### src/rtl/cpu_pkg.sv
// Shared types and constants for the instruction-sequencing controller:
// opcode and state encodings, ALU select codes and instruction field positions.
package cpu_pkg;

  typedef enum logic [3:0] {
    NOOP  = 4'd0,
    STORE = 4'd1,
    LOAD  = 4'd2,
    ADD   = 4'd3,
    SUB   = 4'd4,
    HALT  = 4'd5
  } opcode_t;

  typedef enum logic [3:0] {
    INIT    = 4'd0,
    FETCH   = 4'd1,
    DECODE  = 4'd2,
    NOOP_S  = 4'd3,
    STORE_S = 4'd4,
    LOAD_A  = 4'd5,
    LOAD_B  = 4'd6,
    ADD_S   = 4'd7,
    SUB_S   = 4'd8,
    HALT_S  = 4'd9
  } state_t;

  localparam logic [2:0] ALU_PASS = 3'b000;
  localparam logic [2:0] ALU_ADD  = 3'b001;
  localparam logic [2:0] ALU_SUB  = 3'b010;

  // Instruction field bit positions
  localparam int OPC_HI   = 15;
  localparam int OPC_LO   = 12;
  localparam int RA_HI    = 11;   // first source register (STORE/ADD/SUB)
  localparam int RA_LO    = 8;
  localparam int RB_HI    = 7;    // second source register (ADD/SUB)
  localparam int RB_LO    = 4;
  localparam int RW_HI    = 3;    // destination register (LOAD/ADD/SUB)
  localparam int RW_LO    = 0;
  localparam int SADDR_HI = 7;    // STORE data address
  localparam int SADDR_LO = 0;
  localparam int LADDR_HI = 11;   // LOAD data address
  localparam int LADDR_LO = 4;

endpackage

### src/rtl/program_counter.sv
// Program counter: synchronous clear, increment on request, natural wrap.
module program_counter #(
  parameter int PC_W = 7
) (
  input  logic            clk,
  input  logic            clr,
  input  logic            up,
  output logic [PC_W-1:0] pc
);

  logic [PC_W-1:0] pc_reg;

  // Clear has priority; the counter wraps from all-ones to zero on its own.
  always_ff @(posedge clk) begin
    if (clr)
      pc_reg <= '0;
    else if (up)
      pc_reg <= pc_reg + 1'b1;
  end

  assign pc = pc_reg;

endmodule

### src/rtl/control_unit.sv
// Moore controller: fetches 16-bit instructions from a 1-cycle-latency ROM,
// holds PC and IR, and drives every datapath control input from state and IR.
module control_unit
  import cpu_pkg::*;
#(
  parameter int PC_W = 7
) (
  input  logic            clk,
  input  logic            rst_n,
  input  logic [15:0]     I_data,
  output logic [PC_W-1:0] PC,
  output logic [15:0]     IR,
  output logic [3:0]      state,
  output logic            halted,
  output logic [7:0]      D_Addr,
  output logic            D_wr,
  output logic            RF_s,
  output logic [3:0]      RF_W_addr,
  output logic            RF_W_en,
  output logic [3:0]      RF_Ra_addr,
  output logic [3:0]      RF_Rb_addr,
  output logic [2:0]      Alu_s0
);

  state_t      state_reg;
  logic [15:0] ir_reg;
  logic        pc_clr;
  logic        pc_up;

  // PC only advances while fetching; reset clears it on the same edge as the FSM.
  assign pc_clr = ~rst_n;
  assign pc_up  = (state_reg == FETCH);

  program_counter #(.PC_W(PC_W)) u_pc (
    .clk (clk),
    .clr (pc_clr),
    .up  (pc_up),
    .pc  (PC)
  );

  // Sequencing FSM and instruction register; HALT holds until reset.
  always_ff @(posedge clk) begin
    if (!rst_n) begin
      state_reg <= INIT;
      ir_reg    <= '0;
    end else begin
      case (state_reg)
        INIT:   state_reg <= FETCH;
        FETCH: begin
          ir_reg    <= I_data;
          state_reg <= DECODE;
        end
        DECODE: begin
          case (ir_reg[OPC_HI:OPC_LO])
            STORE:   state_reg <= STORE_S;
            LOAD:    state_reg <= LOAD_A;
            ADD:     state_reg <= ADD_S;
            SUB:     state_reg <= SUB_S;
            HALT:    state_reg <= HALT_S;
            default: state_reg <= NOOP_S;   // NOOP and all undefined opcodes
          endcase
        end
        LOAD_A:  state_reg <= LOAD_B;     // data memory read latency cycle
        HALT_S:  state_reg <= HALT_S;
        default: state_reg <= FETCH;      // NOOP_S, STORE_S, LOAD_B, ADD_S, SUB_S
      endcase
    end
  end

  assign IR    = ir_reg;
  assign state = state_reg;

  // Control outputs decoded from the registered state and IR; everything idles at 0.
  always_comb begin
    halted     = 1'b0;
    D_Addr     = '0;
    D_wr       = 1'b0;
    RF_s       = 1'b0;
    RF_W_addr  = '0;
    RF_W_en    = 1'b0;
    RF_Ra_addr = '0;
    RF_Rb_addr = '0;
    Alu_s0     = ALU_PASS;
    case (state_reg)
      STORE_S: begin
        RF_Ra_addr = ir_reg[RA_HI:RA_LO];
        D_Addr     = ir_reg[SADDR_HI:SADDR_LO];
        D_wr       = 1'b1;
      end
      LOAD_A, LOAD_B: begin
        D_Addr    = ir_reg[LADDR_HI:LADDR_LO];
        RF_s      = 1'b1;
        RF_W_addr = ir_reg[RW_HI:RW_LO];
        RF_W_en   = (state_reg == LOAD_B);
      end
      ADD_S, SUB_S: begin
        RF_Ra_addr = ir_reg[RA_HI:RA_LO];
        RF_Rb_addr = ir_reg[RB_HI:RB_LO];
        RF_W_addr  = ir_reg[RW_HI:RW_LO];
        RF_W_en    = 1'b1;
        Alu_s0     = (state_reg == ADD_S) ? ALU_ADD : ALU_SUB;
      end
      HALT_S:  halted = 1'b1;
      default: ;
    endcase
  end

endmodule

### config.mk
export PLATFORM = sky130hd
export DESIGN_NAME = control_unit
export DESIGN_NICKNAME = d
export VERILOG_FILES = /design/src/rtl/cpu_pkg.sv /design/src/rtl/program_counter.sv /design/src/rtl/control_unit.sv
export SDC_FILE = /design/constraint.sdc
export NUM_CORES = 1
export LEC_CHECK = 0
export CAP_MARGIN = 10
export CORE_MARGIN = 10
export CORE_UTILIZATION = 38
export DETAILED_ROUTE_END_ITERATION = 8
export HOLD_SLACK_MARGIN = 0.08
export PLACE_DENSITY = 0.79
export SLEW_MARGIN = 10
export SYNTH_ARGS = -nofsm -noshare
export SYNTH_HDL_FRONTEND = slang
export SYNTH_SLANG_ARGS = --single-unit
export TNS_END_PERCENT = 5
### constraint.sdc
create_clock -name clk -period 2.3 [get_ports clk]
set_input_delay 0.46 -clock clk [delete_from_list [all_inputs] [get_ports clk]]
set_output_delay 0.46 -clock clk [all_outputs]
set_load 0.01 [all_outputs]
# Yosys cells after proc, flatten, opt, wreduce, memory -nomap -nowiden
# Cells that the tools add are included.
# word_totals
regBits,27
word_cells,33
in_bits,18
output_inout_bits,54
# classes
addsub,1
mux,12
eq_ne,13
n_reduce_logical,4
# ops
cell,count
$eq 4x3->1 const B,6
$pmux 4 s5,1
$pmux 4 s4,1
$pmux 8 s2,1
$eq 4x2->1 const B,3
$mux 4,3
$eq 4x1->1 const B,2
$eq 4x4->1 const B,2
$add 7x1->7 const B,1
$mux 2,2
$reduce_or 2->1,2
$reduce_or 4->1,1
$mux 1,3
$reduce_or 3->1,1
$pmux 1 s2,1

# Logic depth before layout (Yosys ltp)
# Gate-level depths: netlist (run 1).
# logic_depth
depth_word,3
ltp_mapped,6
ltp_nobuf,4

# Hierarchy
# From an unflattened synthesis (run 1), not the netlist that was laid out.
# unflattened
hier_cells,160
hier_area_um2,1323.8
# by_module_without_submodules
mod,n_inst,area_per_inst_um2,seq_area_each_um2,cells_each
control_unit,1,1051.0,400.4,131
program_counter,1,272.8,140.1,29

# Worst setup path before layout (run 1)
# OpenSTA, ideal clock, no wires.
# synth_timing
path_kind,register -> output
startpoint,reg state_reg[1] (netlist: state[1])
endpoint,out RF_W_addr[0]
path_stages_with_launch,5
t_arrival_ns,1.709
path_slack_ns,0.131
n_path_buf,1
required_time_ns,1.840
path_cell_list,dfxtp_1 -> clkbuf_1 -> nor4b_1 -> o21bai_1 -> and2_1
# synth_between
elab_chain_len,3
elab_cells_between_ends,6
cone_classes,eq/ne (4); mux (1); reduce/logical (1)
# synth_lines
element,line_no,rtl
start: declaration,control_unit.sv:25,state_t state_reg;
start signal: assignment,control_unit.sv:44,state_reg <= INIT;
start signal: assignment,control_unit.sv:48,INIT: state_reg <= FETCH;
start signal: assignment,control_unit.sv:51,state_reg <= DECODE;
$eq 4x3->1 / $eq 4x4->1 (equally long branches),control_unit.sv:84,case (state_reg)
$reduce_or 4->1 (no source line) *,-,
$mux 4 *,control_unit.sv:84,
end: declaration,control_unit.sv:18,"output logic [3:0] RF_W_addr,"
# Every way passes the cells marked *; elsewhere a longest branch is shown, timed or not.

# Worst setup path in the final report (run 1)
# layout_timing
startpoint,reg state_reg[0] (netlist: state[0])
endpoint,out D_Addr[1]
# layout_between
elab_chain_len,3
elab_cells_between_ends,5
cone_classes,eq/ne (3); mux (1); reduce/logical (1)
# layout_lines
element,line_no,rtl
$eq 4x3->1,control_unit.sv:84,
$reduce_or 2->1,control_unit.sv:84,
$pmux 8 s2 *,control_unit.sv:84,
end: declaration,control_unit.sv:15,"output logic [7:0] D_Addr,"
# Marked as above.

==> results of run 1 <==
==> what timing repair did <==
| item | CTS | global route |
|---|---|---|
| gates cloned | 0 | 0 |
| gates resized for setup | 15 | 17 |
| hold buffers | 0 | 0 |
| setup buffers | 1 | 0 |
| endpoints found under the setup margin | 21 | 19 |
==> worst max-delay path, delay by kind of cell, from the launching register on <==
kind	cells	cell delay, ns
and+or+nand+nor	1	0.07
buffers and inverters	3	0.62
AOI/OAI and AO/OA	1	0.22
xor gates and xnor gates	1	0.18
DFF	1	0.35
==> kinds of logic (layout without fill, tap and decap cells) <==
kind of cell / count (synthesis) / count (layout) / synth area share
fa+ha+maj: 1 / 1 / 0.009432
xor+xnor: 3 / 3 / 0.01981
flops: 27 / 27 / 0.4075
simple gates: 73 / 73 / 0.2849
compound gates: 47 / 47 / 0.2217
buf+inv: 13 / 89 / 0.05377
other cells: 1 / 1 / 0.002827
==> through the flow <==
step	worst slack, ns	utilization	total power, mW
4_1_cts	-0.1456	0.6358	1.005
3_5_place_dp	0.1693	0.6291	0.8137
2_1_floorplan	0.1312	-	0.6745
5_1_grt	-0.007722	0.6496	1.061
6_report	0.08572	0.6496	1.001
3_3_place_gp	0.1798	0.6291	0.8112
==> metal layers <==
layer  wire length (um)  global-route usage
met5                  0                   0
met4                 89             0.05197
met3                244             0.03829
met2               2225              0.2414
met1               1671              0.1496
==> how the worst min path moves through the flow <==
stage,endpoint,slack [ns],depth (start not counted),from
floorplan,u_pc.pc[6],0.50,2,u_pc.pc[6]
global route,u_pc.pc[6],0.51,2,u_pc.pc[6]
CTS,u_pc.pc[6],0.49,2,u_pc.pc[6]
finish,u_pc.pc[6],0.49,2,u_pc.pc[6]
global placement,u_pc.pc[6],0.47,2,u_pc.pc[6]
detailed placement,u_pc.pc[6],0.47,2,u_pc.pc[6]
==> cells in the final DEF, fill, tap and decap left out, types with 2 or more instances in the layout <==
cell type | Yosys | final
nor2_1 | 5 | 5
or4_1 | 2 | 2
clkbuf_4 | 0 | 3
xnor2_1 | 3 | 2
inv_1 | 3 | 3
or3_1 | 3 | 3
nor3_1 | 2 | 2
dlymetal6s2s_1 | 0 | 10
buf_4 | 2 | 12
o21a_1 | 2 | 2
a22o_1 | 8 | 8
nand2_1 | 35 | 35
dlygate4sd2_1 | 0 | 14
dfxtp_2 | 0 | 3
nand3_1 | 3 | 3
a21oi_1 | 24 | 23
o21ai_0 | 4 | 4
nor3b_1 | 2 | 2
o31ai_1 | 3 | 3
and2_1 | 8 | 8
nor2b_1 | 5 | 4
dfxtp_1 | 27 | 24
clkdlybuf4s50_1 | 0 | 46
nand2b_1 | 3 | 3
==> power groups by stage <==
stage | Clock, mW | Sequential [mW] | Combinational (mW)
floorplan | 0 | 0.556 | 0.119
global placement | 0 | 0.549 | 0.263
detailed placement | 0 | 0.549 | 0.265
CTS | 0.200 | 0.540 | 0.265
global route | 0.219 | 0.547 | 0.296
finish | 0.194 | 0.540 | 0.267
==> cell type report <==
class | instances | area, um2 | area share
well taps | 46 | 57.56 | 0.02635
inverters | 3 | 11.26 | 0.005155
clock buffers | 4 | 26.28 | 0.01203
flip-flops and latches | 27 | 544.3 | 0.2491
multi-input cells | 125 | 747.0 | 0.3419
repair buffers | 82 | 798.3 | 0.3654
==> impl.org, run 1 <==
** Drt
- Average detailed-routed wire length per instance :: 14.74 um
- Once detail routing completed, the nets flagged for antenna violations numbered 0.
- First drt pass iteration count :: 4
- Routed WL :: 4231 um
- Via density per instance :: 4.983
- After detailed routing, the number of remaining DRC violations is 0.
- For this block, the via count after detailed routing is approximately 1.4k.
- In this run, the number of DRC markers left after iteration 0 of detailed routing was 68.

** Synth
- Post-synth top area share :: 0.4075
- Number of library cell types mapped by synthesis :: 34
- For this run, asynchronously set or reset flops after synthesis account for 0.
- Synth warn :: 0
- Leading cell types by total area after synthesis :: dfxtp_1 41%, nand2_1 9.9%, a21oi_1 9.1%, a22o_1 5.3%, and2_1 3.8%
- Synthesized netlist net count :: roughly 180
- The largest total area in the synthesized netlist belongs to dfxtp_1.
- Averaged over all synthesized cells, the footprint is about 8.0 um2.
- nand2_1 is the most common cell in the netlist.
- After synthesis the cells add up to 1326 um2.
- FF+latch count, synth :: 27
- By count the netlist is led by 35 x nand2_1, 27 x dfxtp_1, 24 x a21oi_1, 8 x a22o_1, 8 x and2_1.
- Synthesis produced 165 cells.
- Portion of the post-synthesis area used by sequential elements :: 0.4075
- Counting flops with a built-in enable in the synthesized netlist gives 0.
- In the synthesized netlist the dominant register cell turns out to be dfxtp_1.

** Pwr
- Of the total power, the share spent switching nets is 0.2890.
- IR analysis of the VDD net gives a maximum drop of 0.0002917 V.
- Share of power burned in the clock network :: 0.194
- The share of total power dissipated in sequential elements is 0.540.
- Cell internal power was estimated by the tool at 711.5 uW.
- Of the total power, combinational logic draws 0.267.
- In this run the power density over the cells is approximately 460 nW/um2.
- In this run the power spent charging and discharging nets is 289.2 uW.
- Static leakage :: between 1 and 1.5 nW

** Global route
- Pin count of the biggest net entering global routing :: 19
- Number of antenna violations at the first check in global routing :: 0
- In the global route stage, overall resource usage came out at 0.1361.
- The number of global-route vias before repair came to 1,426.
- Remaining global-route overflow :: 0
- Global-route wire length before repair :: 7031 um

** Cells and area
- Once layout is complete, the cells apart from fillers number 287.
- The register with the most flip-flops in the layout has 16 of them.
- For this run, the post-layout net count is 261.
- Compared with the post-synthesis result, the final layout area differs by 64.72%.
- Fill cells in the final layout number 320.
- 0 antenna diodes ended up in the layout.
- Final instance area :: around 2200 um2
- Of the cells placed in the final design, the portion with a size suffix greater than 1 is 0.1079.

** Critical path
- The largest single stage delay on the critical path is 0.35 ns.
- The worst setup path is launched from a register.
- STA classifies the critical path endpoint as an output pin.
- Following the worst setup path forward leads to its endpoint at D_Addr[1].
- Critical Path, Cell by Cell :: buf_4 -> xnor2_2 -> nor2_1 -> buf_4 -> a22o_1 -> dlygate4sd2_1
- Critical path data arrival time :: 1.75 ns
- The most numerous cell type found on the critical path is buf_4.
- For the worst flop-to-flop path, the logic depth is 4.
- Among all stages on the critical path, the largest delay is contributed by dfxtp_2.
- For the worst setup path, the data required time is approximately 1.8 ns.
- In this run the critical register-to-register path is launched from state[2].
- In this run the register-to-register setup slack is ~0.45 ns.
- The worst setup path is of the reg -> out kind.
- In this run the worst setup path begins at state[0].
- Of all nets on the critical path, the largest fanout is 10.
- RR Endpoint :: u_pc.pc[5]

** Die
- The core region is roughly 3400 um2.
- For this configuration, the core starts out at a cell density of 0.3943.
- Die Height :: 79.08 um
- I/O pin count :: 72
- The floorplan has 21 rows.
- The die is 79.08 um wide.
- Area of the die :: between 6000 and 7000 um2

** Clock tree
- Total clock sinks :: 27
- Clock Tree Root :: clkbuf_4
- Clk Latency, worst-skew pair :: around 0.31 ns
- Buffer depth of the longest clock path :: 2
- Clk slew on worst S/H paths :: 0.14 ns
- In this run the number of H-tree levels came out at 1.
- Clock tree from TritonCTS :: yes
- TritonCTS Buffers :: 3

** Place
- Placer Congestion :: around 0.8
- Detailed placement ended at an HPWL of 3410 um.
- Buffers added on ports :: 70
- In this run, placement finished with an instance count of between 200 and 300.
- Area post-placement :: 2116 um2

** STA
- The number of hold-slack violations in the final timing report is 0.
- Total Negative Setup Slacks :: 0 ns
- RSZ-0062 raised after global routing :: yes
- F_max :: 451.6 MHz
- Dividing the final minimum period by the clock period gives 0.9627.
- Setup violations remaining at the end of the flow were counted as 0.
- Fin. max-slew vios :: 0
- Worst hold margin :: 0.4921 ns
- Clock period minus worst slack :: 2.214 ns
- Between clock sinks in the finished design, the worst skew comes to 0.005803 ns.

** Run
- Across the run, the number of max-cap violations was 0.

** Worst hold path
- The worst hold path belongs to the class reg -> reg.

** Status
- The run finished with clean final reports.
No activity file was read; power rests on OpenSTA's default activity.
==> run 2, diff against run 1 <==
--- a/config.mk
+++ b/config.mk
@@ -7,10 +7,10 @@
 export LEC_CHECK = 0
 export CAP_MARGIN = 10
 export CORE_MARGIN = 10
-export CORE_UTILIZATION = 38
+export CORE_UTILIZATION = 37
 export DETAILED_ROUTE_END_ITERATION = 8
+export DONT_BUFFER_PORTS = 1
 export HOLD_SLACK_MARGIN = 0.08
-export PLACE_DENSITY = 0.79
 export SLEW_MARGIN = 10
 export SYNTH_ARGS = -nofsm -noshare
 export SYNTH_HDL_FRONTEND = slang
==> impl.org, run 2 (synthesis gave the netlist of run 1 again) <==
** Drt
- Routed wl met2 :: 1897 um
- The detailed router put a total of 1411 um of wire on met1.
- The final layout contains routed wiring with a total length of 3818 um.
- DR top layer :: met4
- ANT nets after route :: 0
- Met3 wire length :: 486 um
- For this run, design rule violations remaining after detail routing come to 0.
- In the routed layout, each cell is associated on average with a via count of 5.502.
- After the first detailed-routing iteration, the DRC count stood at 37.
- Via count :: 1,172
- In the final routed layout, each cell accounts on average for 17.92 um.
- First drt pass iteration count :: 4

** Cells and area
- Growth of design area from synthesis to finish :: 8.679%
- Share of layout cells above drive strength 1 :: 0.1317
- The register with the most flip-flops in the layout has 16 of them.
- The final layout contains 187 nets.
- For this run, the share of the core covered by cells in the final layout is 0.4252.
- Highest-count cells in the layout ignoring fill and taps :: 35 x nand2_1, 25 x dfxtp_1, 24 x a21oi_1, 8 x a22o_1, 8 x buf_4
- Most frequent standard cell in the layout excluding fill and tap cells :: nand2_1
- Summing all non-filler instances in the final layout gives an area of ~1400 um2.
- The repair_antennas step left the layout with diodes totalling 0.

** STA
- Setup slack closes at 0.1177 ns.
- The max-slew violation count is 0.
- Worst hold margin :: 0.2600 ns
- F_max :: 458.2 MHz
- Clock period minus worst slack :: 2.182 ns
- Transition at the pin with the smallest max-transition slack :: about 0.80 ns
- Hold Vio Cnt, Final :: 0
- Worst clock skew :: 0.004758 ns
- Setup violations remaining at the end of the flow were counted as 0.
- RSZ-0062 raised after global routing :: yes
- Final worst path period share :: 0.9488
- Relative slew margins :: 0.4689

** Die
- For this configuration, the core starts out at a cell density of 0.3913.
- The die covers about 6400 um2.
- The floorplan step set the die height to 79.87 um.
- Die extent in x :: 79.87 um
- Standard-cell row count :: 21
- After floorplanning, the core was sized to cover 3390 um2.
- I/O pin count :: 72

** Clock tree
- Clk Latency, worst-skew pair :: 0.31 ns
- Clk slew on worst S/H paths :: 0.13 ns
- Total clock sinks :: 27
- The number of setup buffers added after CTS is 0.
- TritonCTS built the clock tree.
- Buffer depth of the longest clock path :: 2
- Clock Tree Root :: clkbuf_4
- CTS Hold Buffers Added :: 0
- Number of H-tree branching levels :: 1
- After clock tree synthesis, the repair step resized 0 gates.
- Clock tree synthesis inserted a total of 3 buffers.

** Place
- Half-perimeter wire length after placement :: 2942 um
- Input and output buffers added on the ports amount to 0.
- Routability-driven placement finished with a final weighted congestion of 0.7128.
- Timing analysis after detailed placement gives a worst setup slack of 0.3407 ns.
- The placed instances occupy a cell area of 1393 um2.

** Critical path
- Delay-heaviest family, CP :: buffers and inverters
- Traced cell by cell, the critical path runs through buf_4 -> nor4b_2 -> buf_4 -> a21oi_1 -> nor2b_1 -> buf_4.
- Cell count along the critical path :: 6
- Data on the critical path is required at its endpoint by 1.84 ns.
- Of all nets on the critical path, the largest fanout is 8.
- At the worst endpoint, the arrival time is 1.72 ns.
- The critical path contains buffers and inverters numbering 3 combined.
- The worst setup path is captured at an output pin.
- The cell that appears most often on the critical path is buf_4.
- Startpoint-to-endpoint class of the critical path :: reg -> out
- Slowest stage cell, crit path :: dfxtp_1
- In this design, the stage delay of the slowest critical-path cell is 0.46 ns.
- Crit start category :: register
- Reg2reg path depth :: 3

** Run
- Maximum Capacitance Violations :: 0

** Pwr
- Power comes to about 900 uW.
- Max IR drop VDD :: roughly 0.00028 V
- Summed over all cells, the static leakage comes to 0.5166 nW.
- Power spread over the standard cell area amounts to 626.3 nW/um2.

** Worst hold path
- Class of the tightest hold or removal check :: in -> reg
- Counting instances, the worst hold path has a depth of 1.

** Global route
- Number of antenna violations at the first check in global routing :: 0
- In the global route stage, overall resource usage came out at 0.1086.
- The number of global-route vias before repair is 1,089.
- Pin count of the biggest net entering global routing :: 28
- The total overflow left after global routing is 0.
- Global-route wire length before repair :: between 5000 and 6000 um

** Status
- The run finished with clean final reports.
run 2: cell types whose count changed in the layout (fill, tap and decap cells not counted), moves of 4 or more:
cell             previous run  this run
dlymetal6s2s_1             10         0
clkdlybuf4s50_1            46         0
buf_4                      12         8
and2_1                      8         4
and2_4                      0         4
dlygate4sd2_1              14         0
run 2: path summary, 6_finish.rpt:
check	slack, ns	from	endpoint
setup reg to reg	0.41	state[2]	u_pc.pc[5]
hold reg to reg	0.55	IR[9]	IR[9]
setup / recovery	0.12	state[0]	RF_Ra_addr[3]
hold / removal	0.26	rst_n	state[3]
run 2: power by group:
part	switching (mW)	leakage (nW)	internal, mW
registers	0.0619	0.221	0.501
clock network	0.131	0.0150	0.0677
logic	0.0852	0.280	0.0563
run 2: cell type report:
type	count	area, um2
inverters	3	11.26
well taps	46	57.56
clock buffers	4	26.28
multi-input cells	125	743.2
fillers	358	1948
flip-flops and latches	27	543.0
repair buffers	8	60.06
run 2: per-layer routing:
layer / GRT usage / vias up
li1: - / 577
met1: 0.1088 / 551
met2: 0.1917 / 42
met3: 0.05968 / 2
met4: 0.02641 / 0
met5: 0 / -
run 2: through the flow:
step / instances / setup TNS [ns]
3_3_place_gp: 209 / 0
4_1_cts: 213 / 0
3_5_place_dp: 209 / 0
5_1_grt: 213 / -0.03760
2_1_floorplan: 165 / 0
6_report: 213 / 0
==> run 3, diff against run 2 <==
--- a/config.mk
+++ b/config.mk
@@ -6,7 +6,7 @@
 export NUM_CORES = 1
 export LEC_CHECK = 0
 export CAP_MARGIN = 10
-export CORE_MARGIN = 10
+export CORE_MARGIN = 2
 export CORE_UTILIZATION = 37
 export DETAILED_ROUTE_END_ITERATION = 8
 export DONT_BUFFER_PORTS = 1
==> impl.org, run 3 (synthesis gave the netlist of run 1 again) <==
** Pwr
- Pwr per Cell Area :: 640.9 nW/um2
- Overall power consumption after layout is estimated at 902.1 uW.
- The internal power of the cells totals 622.2 uW.
- Power share of the combinational group :: 0.150
- Power spent charging and discharging nets :: between 200 and 300 uW
- The analysis attributes to cell leakage a power of around 0.5 nW.
- The share of total power dissipated in sequential elements is 0.626.
- Of the total power, the share spent switching nets is 0.3102.
- Share of power burned in the clock network :: 0.224
- Max IR drop VDD :: 0.0002016 V

** Drt
- Detailed routing placed a total of 1459 um of wire on met2.
- Post-route DRC violation count :: 0
- Wires add up to 3223 um.
- First drt pass iteration count :: 4
- The detailed router placed 1,156 vias in this run.
- The detailed router finished its first iteration with 54 violations.
- DR top layer :: met4
- Average detailed-routed wire length per instance :: 15.35 um
- In the routed layout, each cell is associated on average with a via count of about 5.5.
- For this block, wires on met1 add up to roughly 1400 um.
- Once detail routing completed, the nets flagged for antenna violations numbered 0.
- In the detailed route, the total length drawn on met3 is between 200 and 300 um.

** Clock tree
- Buffers inserted during clock tree synthesis total 3.
- TritonCTS built the clock tree.
- The longest clock path from root to sink contains 2 buffers.
- Number of H-tree branching levels :: 1
- Clock-pin slew was measured on the worst setup and hold paths at 0.13 ns.
- Post CTS Setup Buffer Count :: 0
- The clock net in this run drives a total of 27 sinks.
- Clock tree synthesis selected as its root buffer the cell clkbuf_4.
- The later pin in the worst-skew pair is clocked with a latency of roughly 0.32 ns.

** Run
- Max-cap violations in this run came to 0.

** Die
- I/O pin count :: 72
- Initial Utilization :: 0.3913
- Area of the die :: approximately 4000 um2
- The die is 63.87 um wide.
- After floorplanning, the core was divided into 21 placement rows.
- The core region is 3390 um2.
- Measured along the y axis, the die boundary spans ~64 um.

** Cells and area
- Multi-input logic area :: approximately 730 um2
- Leaving out fill and tap cells, the most frequent cells in the layout are 35 x nand2_1, 24 x dfxtp_1, 24 x a21oi_1, 8 x a22o_1, 8 x and2_1.
- The area growth from synthesis to layout is 6.132%.
- The register with the most flip-flops in the layout has 16 of them.
- The sequential cells in the finished layout cover a total of 544.3 um2.
- Most frequent standard cell in the layout excluding fill and tap cells :: nand2_1
- The filler cells instantiated in the layout total 355.
- Antenna cell count :: 0
- Share of layout cells above drive strength 1 :: 0.09146
- After the last flow step, the layout net total stands at 184.

** Global route
- Remaining global-route overflow :: 0
- Total routing resource utilization after global routing :: 0.1572
- The first global-routing pass estimated 5092 um of wire.
- Number of antenna violations at the first check in global routing :: 0
- The number of global-route vias before repair is 1,093.
- Entering global routing, the biggest net connects 28 pins.

** Worst hold path
- Hold_sp :: rst_n
- Class of the tightest hold or removal check :: in -> reg
- Worst hold stages :: 1
- Hold Path End :: state[3]

** Place
- Buffers added on ports :: 0
- At the end of routability-driven placement, the weighted congestion stood at between 0.7 and 0.8.
- Half-perimeter wire length after placement :: 2349 um

** STA
- Hold Vio Cnt, Final :: 0
- Setup violations remaining at the end of the flow were counted as 0.
- In the finished design, the share of the clock period the worst path needs comes to 0.9364.
- F_max :: 464.3 MHz
- Worst clock skew :: 0.007355 ns
- Total Negative Setup Slacks :: 0 ns
- RSZ-0062 raised after global routing :: no
- The max-slew violation count came to 0.
- Clock period minus worst slack :: 2.154 ns
- Measured against its own limit, the worst slew margin works out to 0.4896.
- Transition at the pin with the smallest max-transition slack :: 0.7648 ns

** Critical path
- The endpoint identified for the worst register-to-register timing path is u_pc.pc[5].
- Startpoint-to-endpoint class of the critical path :: reg -> out
- STA classifies the critical path endpoint as an output pin.
- Data arrives at the worst endpoint at 1.69 ns.
- Data required time of the critical path :: 1.84 ns
- Reg2reg path depth :: 3
- Worst-path maximum fanout :: 8
- Setup slack of the worst register-to-register path :: 0.40 ns
- In this run the critical register-to-register path is launched from state[0].
- Crit start category :: register

** Status
- Outcome :: finished, final reports clean
-- run 3: cell types whose count changed in the layout (fill, tap and decap cells not counted), sizes merged --
| cell | previous run | this run |
|---|---|---|
| buf | 8 | 5 |
-- run 3: power by group through the flow --
| stage | logic, mW | registers (mW) | clock network [mW] |
|---|---|---|---|
| 2_1_floorplan | 0.119 | 0.556 | 0 |
| 3_3_place_gp | 0.128 | 0.573 | 0 |
| 3_5_place_dp | 0.133 | 0.575 | 0 |
| 4_1_cts | 0.134 | 0.565 | 0.212 |
| 5_1_grt | 0.155 | 0.571 | 0.231 |
| 6_report | 0.136 | 0.565 | 0.202 |
-- run 3: repair_timing --
item / 4_1_cts / 5_1_grt
hold buffers: 0 / 0
setup endpoints to repair: 8 / 14
resized for setup: 1 / 4
gates cloned: 0 / 0
-- run 3: critical path: stages, from the launching register on --
cell	delay, ns
dfxtp_2	0.41
nor4b_1	0.34
buf_4	0.21
o21bai_1	0.18
and2_1	0.24
-- run 3: layout make-up --
| class | count | area share |
|---|---|---|
| inverters | 3 | 0.008000 |
| well taps | 46 | 0.04089 |
| clock buffers | 4 | 0.01867 |
| repair buffers | 5 | 0.02667 |
| flip-flops and latches | 27 | 0.3867 |
| multi-input cells | 125 | 0.5191 |
-- run 3: metal layers --
metal | global-route usage | up-vias
met5 | 0 | -
li1 | - | 569
met1 | 0.1803 | 544
met4 | 0.05707 | 0
met2 | 0.2656 | 38
met3 | 0.05810 | 5
-- run 3: worst max path at each step --
stage,startpoint,endpoint,cells past startpoint
6_report,state[2],RF_W_addr[0],4
5_1_grt,state[2],RF_W_addr[1],4
4_1_cts,state[0],RF_W_addr[0],4
3_5_place_dp,state[0],D_Addr[3],3
3_3_place_gp,state[0],D_Addr[3],3
2_1_floorplan,state[1],RF_W_addr[0],4
-- run 3: through the flow --
step                cell area [um2]    util  hold WS [ns]  setup slack, ns  cells
global placement               1370  0.4042        0.5179           0.2695    206
floorplan                      1326       -        0.4959           0.1312    165
CTS                            1399  0.4127        0.2351          0.04051    210
detailed placement             1370  0.4042        0.5317           0.2063    206
finish                         1408  0.4153        0.2432           0.1463    210
global route                   1408  0.4153        0.2179          0.06610    210
